--- src/rtl/dsp_result_round_sat.sv ---
// Shift / round-half-up / saturate stage for the signed DSP multiply-add result, with a 2-entry output buffer.
// Optional saturation counter port sat_count is enabled by defining DSP_RESULT_ROUND_SAT_STATS_EN.
module dsp_result_round_sat #(
    parameter int IN_W    = 38,
    parameter int OUT_W   = 20,
    parameter int SHIFT_W = 4
) (
    input  logic                clk,
    input  logic                reset,
    input  logic                in_valid,
    output logic                in_ready,
    input  logic [IN_W-1:0]     in_data,
    input  logic [SHIFT_W-1:0]  shift_i,
    input  logic                round_en_i,
    output logic                out_valid,
    input  logic                out_ready,
    output logic [OUT_W-1:0]    out_data,
    output logic                out_sat,
    output logic                sat_sticky,
    input  logic                clear_sticky_i
`ifdef DSP_RESULT_ROUND_SAT_STATS_EN
    ,
    output logic [15:0]         sat_count
`endif
);

    logic signed [IN_W:0] ext;
    logic signed [IN_W:0] bias;
    logic signed [IN_W:0] sum;
    logic signed [IN_W:0] shifted;
    logic                 pos_ovf;
    logic                 neg_ovf;
    logic                 sat_now;
    logic [OUT_W-1:0]     sat_data;

    logic                 push;
    logic                 pop;
    logic [OUT_W-1:0]     mem_data [2];
    logic                 mem_sat  [2];
    logic                 wr_ptr;
    logic                 rd_ptr;
    logic [1:0]           count;

    // One guard bit above the input keeps the rounding bias from overflowing.
    always_comb begin
        ext  = {in_data[IN_W-1], in_data};
        bias = '0;
        if (round_en_i && (shift_i != '0)) begin
            bias = (IN_W+1)'(1) << (shift_i - SHIFT_W'(1));
        end
        sum     = ext + bias;
        shifted = sum >>> shift_i;

        // Out of range whenever the bits above the output sign differ from the true sign.
        pos_ovf = !shifted[IN_W] && (|shifted[IN_W-1:OUT_W-1]);
        neg_ovf =  shifted[IN_W] && !(&shifted[IN_W-1:OUT_W-1]);
        sat_now = pos_ovf || neg_ovf;

        if (pos_ovf) begin
            sat_data = {1'b0, {(OUT_W-1){1'b1}}};
        end else if (neg_ovf) begin
            sat_data = {1'b1, {(OUT_W-1){1'b0}}};
        end else begin
            sat_data = shifted[OUT_W-1:0];
        end
    end

    assign in_ready  = (count != 2'd2);
    assign out_valid = (count != 2'd0);
    assign push      = in_valid && in_ready;
    assign pop       = out_valid && out_ready;
    assign out_data  = mem_data[rd_ptr];
    assign out_sat   = mem_sat[rd_ptr];

    always_ff @(posedge clk or negedge reset) begin
        if (!reset) begin
            mem_data <= '{default: '0};
            mem_sat  <= '{default: 1'b0};
            wr_ptr   <= 1'b0;
            rd_ptr   <= 1'b0;
            count    <= '0;
        end else begin
            if (push) begin
                mem_data[wr_ptr] <= sat_data;
                mem_sat[wr_ptr]  <= sat_now;
                wr_ptr           <= ~wr_ptr;
            end
            if (pop) begin
                rd_ptr <= ~rd_ptr;
            end
            case ({push, pop})
                2'b10:   count <= count + 2'd1;
                2'b01:   count <= count - 2'd1;
                default: count <= count;
            endcase
        end
    end

    // A saturating push outranks a clear on the same edge.
    always_ff @(posedge clk or negedge reset) begin
        if (!reset) begin
            sat_sticky <= 1'b0;
        end else if (push && sat_now) begin
            sat_sticky <= 1'b1;
        end else if (clear_sticky_i) begin
            sat_sticky <= 1'b0;
        end
    end

`ifdef DSP_RESULT_ROUND_SAT_STATS_EN
    always_ff @(posedge clk or negedge reset) begin
        if (!reset) begin
            sat_count <= '0;
        end else if (push && sat_now) begin
            if (clear_sticky_i) begin
                sat_count <= 16'd1;
            end else if (sat_count != 16'hFFFF) begin
                sat_count <= sat_count + 16'd1;
            end
        end else if (clear_sticky_i) begin
            sat_count <= '0;
        end
    end
`endif

endmodule

--- config.mk ---
export PLATFORM = sky130hd
export DESIGN_NAME = dsp_result_round_sat
export DESIGN_NICKNAME = d
export VERILOG_FILES = /design/src/rtl/dsp_result_round_sat.sv
export SDC_FILE = /design/constraint.sdc
export NUM_CORES = 1
export LEC_CHECK = 0
export CAP_MARGIN = 20
export CORE_MARGIN = 2
export CORE_UTILIZATION = 61
export CTS_BUF_LIST = sky130_fd_sc_hd__clkbuf_4
export DETAILED_ROUTE_END_ITERATION = 8
export DONT_BUFFER_PORTS = 1
export PLACE_DENSITY = 0.89
export SYNTH_ARGS = -nofsm -noshare
export SYNTH_HDL_FRONTEND = slang
export SYNTH_SLANG_ARGS = --single-unit
--- constraint.sdc ---
create_clock -name clk -period 1.8 [get_ports clk]
set_input_delay 0.18 -clock clk [delete_from_list [all_inputs] [get_ports clk]]
set_output_delay 0.18 -clock clk [all_outputs]
set_load 0.02 [all_outputs]
==> metrics.cfg, run 1 <==
[placed_design]
place_hpwl_mm = 19.1
portBuffers = 0
place_inst = 1163
gp_congestion = 1.10

[yosys]
synth_nets = 948
yosysWarnings = 0
yosysSeqAreaShare = 0.172
synthArstFlopShare = 1.00
synthFlopType = dfrtp_1
netlist_instances = 882
synth_seq_cells = 47
synth_cell_types = 95
avgSynthCellArea_um2 = 7.76
synth_edf_count = 0
synth.cell_area_um2 = 6840

[clocking]
numClockSinks = 47
cts.htree.levels = 2
cts-root-buf = clkbuf_4
clk_path_buf_depth = 2
cts_buffers = 5

[status]
outcome = did not finish
error = [ERROR GRT-0232] Routing congestion too high. Check the congestion heatmap in the GUI.
lastStage = global routing (5_1_grt)

[global_routing]
grt-ovfl-total = 44
grt_max_degree = 48
globalRouteTotalUtil = 0.751

[floorplanning]
io_pins = 72
die_height_um = 110
die_w_um = 110
row_count = 38
initial_core_util = 0.628

[timing]
crit_endpoint = mem_data[37]$_DFFE_PN0P_/D
worst_endpoint_kind = register input

logic make-up after synthesis:
family	after synthesis	synth area share
multiplexers	94	0.159
flip-flops	47	0.172
adder cells (fa/ha/maj)	18	0.0340
AND/OR/NAND/NOR	349	0.257
buffers and inverters	80	0.0518
other	1	0.000548
XOR/XNOR	35	0.0448
AO/OA/AOI/OAI	258	0.281
Yosys cell counts, types with 15 or more instances:
cell / instances / share of area
a211oi_1: 15 / 0.016
clkbuf_1: 34 / 0.019
nor3_1: 24 / 0.018
xor2_1: 15 / 0.019
nand3_1: 23 / 0.017
nand2_1: 114 / 0.063
buf_2: 15 / 0.011
dfrtp_1: 47 / 0.17
mux2_2: 30 / 0.049
mux2i_1: 54 / 0.079
nor2_1: 70 / 0.038
ha_1: 17 / 0.031
nand4_1: 21 / 0.019
a21oi_1: 37 / 0.027
xnor2_1: 20 / 0.026
o21ai_0: 39 / 0.029
o211ai_1: 46 / 0.050
timing repair:
action	CTS
pin swaps	41
resized for setup	98
setup endpoints to repair	43
cloned	2
buffers inserted	23
hold buffers	3
hold endpoints to repair	48
metrics by stage:
stage	area, um2	setup WS [ns]
after detailed placement	8480	-2.63
after global placement	8480	-2.43
after CTS	9260	-1.87
after floorplan	7260	-2.58
metal layers:
layer	GRT overflow	GRT usage
met1	0	0.734
met2	21	0.919
met3	0	0.597
met4	23	0.781
met5	0	0.241
==> run 2, diff against run 1 <==
Settings changed: CORE_UTILIZATION 61 to 40, CTS_BUF_LIST sky130_fd_sc_hd__clkbuf_4 to not set, PLACE_DENSITY 0.89 to not set, PLACE_DENSITY_LB_ADDON set to 0.15.
Clock period 1.8 ns to 2.34 ns, I/O delays scaled along.
==> run 2 against run 1 <==
Net effect: the flow now finishes, with violations (negative setup slack); synthesized area did not move; synthesized cell count did not move.
==> metrics.cfg, run 2 <==
[detailed_routing]
initialDrtViolationCount = 456
wl_per_cell_um = 20.5
route.detailed.drc = 0
vias = 7855
dr.pass1.iters = 5
ant_nets = 0
wl_mm = 26.6
vias_per_cell = 6.07

[timing]
fmax_mhz = 248
worst_pin_slew_ns = 0.617
hold_violations = 0
skew_ns = 0.00457
fin_ws_ns = -1.69
setup_violations = 43
setup_tns_ns = -66.70
hold_ws_ns = 0.0450
drv_slew = 0
finalCritPeriodShare = 1.72
rsz0062_at_grt = yes
period_minus_slack_ns = 4.03
relSlewSlack = 0.587

[clocking]
cts_buffers = 5  ; unchanged
cts.htree.levels = 2  ; unchanged
clk_pin_slew_worst_paths_ns = 0.06
numClockSinks = 47  ; unchanged
cts-root-buf = clkbuf_16
cts_tree = built
clk_latency_ns = 0.29
clk_path_buf_depth = 2  ; unchanged

[final_layout]
top_regs = mem_data (40), count (2), mem_sat (2)
seq_area_um2 = 1180
fin_nets = 1140
drive_above_1_share = 0.394
fin_area_um2 = 9680
fin_cells = 1295
multi_input_area_um2 = 5950
utilization = 0.581
largest_reg_flops = 40
largest_register = mem_data
diodes = 0
syn_to_final_growth_pct = 41.4
final_cell_mix = buf_4 (238), nand2_1 (106), nor2_1 (61)
layout_commonest_cell = buf_4
fillerInstances = 1511

[status]
outcome = complete, but fails checks
violations = negative setup slack

[placed_design]
place_hpwl_mm = 20.5  ; +7.4%
place_area_um2 = 8690  ; +2.4%
place_inst = 1259  ; +8.3%
portBuffers = 0  ; unchanged
gp_congestion = 0.931  ; -16%
preCtsSetupSlack_ns = -2.28  ; +0.351 ns

[yosys]
synth_seq_cells = 47  ; unchanged
synth_xor_area_frac = 0.0448  ; unchanged
synth_top_area_share = 0.172  ; unchanged
synth_adder_area_share = 0.0340  ; unchanged
synth_cell_types = 95  ; unchanged
synth_edf_count = 0  ; unchanged
synth.cell_area_um2 = 6840  ; unchanged
synthFlopType = dfrtp_1
synth_area_leaders = dfrtp_1 (17%), mux2i_1 (7.9%), nand2_1 (6.3%)
synth_top_family_by_area = compound AO/OA/AOI/OAI gates
avgSynthCellArea_um2 = 7.76  ; unchanged
synthArstFlopShare = 1.00  ; unchanged
synth_common_cells = nand2_1 (114), nor2_1 (70), mux2i_1 (54)
yosys.area.top_type = dfrtp_1
netlist_instances = 882  ; unchanged
yosysWarnings = 0  ; unchanged
muxShareOfSynthArea = 0.159  ; unchanged
synth_compound_area_frac = 0.281  ; unchanged
synth_nets = 948  ; unchanged
synthSimpleGateAreaFrac = 0.257  ; unchanged
yosysMostFrequentCell = nand2_1
yosysSeqAreaShare = 0.172  ; unchanged

[setup_path]
cp_top_family = compound AO/OA/AOI/OAI gates
slowest_stage = or4_1
crit_fanout = 38
slowest_delay_ns = 0.46
cpMostUsedCell = buf_12
path_class = primary input to register
critPathLaunchType = primary input
crit_chain = nor2_4, nand2_2, nor2_2, ha_2, fa_2, a211oi_2, buf_4, o21ai_4, a211oi_4, buf_12, or4_1, and3_4, buf_6, mux2_4, a221oi_4, o2111ai_4, o31ai_4, a41oi_4, or2_4, buf_12, o31ai_2
cp_num_buf_inv = 4
r2r_slack_ns = 0.43
worst_ep_required_time_ns = 2.54
end_kind = register
worstPathArrival_ns = 4.23

[floorplanning]
io_pins = 72  ; unchanged
initial_core_util = 0.411  ; -0.217
die_height_um = 135  ; +23%
die_area_um2 = 18200
die_w_um = 135  ; +23%
core_area_um2 = 16600
row_count = 47  ; +24%

[global_routing]
grt_pass1_vias = 7943
globalRouteTotalUtil = 0.287
grt_first_pass_wirelength_mm = 41.7
grt_max_degree = 48
antenna_found_initial = 0
grt-ovfl-total = 0

[pwr]
vdd_ir_drop_max_mv = 0.898
p_total_mw = 5.29
p_per_area_nw_per_um2 = 547
leakagePower_nw = 3.98

[hold_path]
min_path_type = primary input to register

[run]
drv_cap = 0

## run 2: logic make-up (layout without fill, tap and decap cells)
| family | after synthesis | in the layout |
|---|---|---|
| compound gates | 258 | 258 |
| buf+inv | 80 | 273 |
| xor+xnor | 35 | 35 |
| flops | 47 | 47 |
| other cells | 1 | 1 |
| fa+ha+maj | 18 | 18 |
| mux | 94 | 94 |
| simple gates | 349 | 349 |
## run 2: path summary, 6_finish.rpt
| path | endpoint | start | cells past startpoint |
|---|---|---|---|
| worst max-delay path | mem_data[13] | shift_i[2] | 21 |
| worst min-delay path | sat_sticky | clear_sticky_i | 1 |
| worst max register to register | mem_data[22] | count[0] | 5 |
| worst min register to register | mem_data[19] | mem_data[19] | 2 |
| max in group asynchronous | mem_data[6] | reset | 2 |
| min in group asynchronous | mem_data[37] | reset | 2 |
## run 2: area by class of cell
class                   instances  share of cell area
clock buffers                   5              0.0129
clock inverters                 3             0.00698
inverters                      12             0.00556
multi-input cells             755               0.615
flip-flops and latches         47               0.122
well taps                     220              0.0284
repair buffers                253               0.209
## run 2: layer usage
| metal | global-route usage | routed length, um | part of all wire |
|---|---|---|---|
| met1 | 0.375 | 11600 | 0.44 |
| met4 | 0.0883 | 753 | 0.028 |
| met2 | 0.500 | 13100 | 0.49 |
| met5 | 0 | 0 | 0 |
| met3 | 0.0259 | 1170 | 0.044 |
## run 2: worst register-to-register path: cells and delay by family, from the launching register on
kind,cells,cell delay (ns)
and+or+nand+nor,5,1.46
DFF,1,0.39
## run 2: power breakdown
group | total (mW) | internal (mW) | leakage, nW | switching (mW)
combinational | 2.98 | 1.31 | 3.30 | 1.67
sequential | 1.39 | 1.17 | 0.590 | 0.217
clock | 0.915 | 0.612 | 0.0900 | 0.303
## run 2: what timing repair did
item                                    CTS  global route
hold buffers                              2             0
gates resized for setup                  56            57
endpoints found under the setup margin   43            43
pin swaps                                24            26
buffers inserted                         18             8
cloned                                    1             1
hold endpoints to repair                 47             0
No activity file was read; power rests on OpenSTA's default activity.
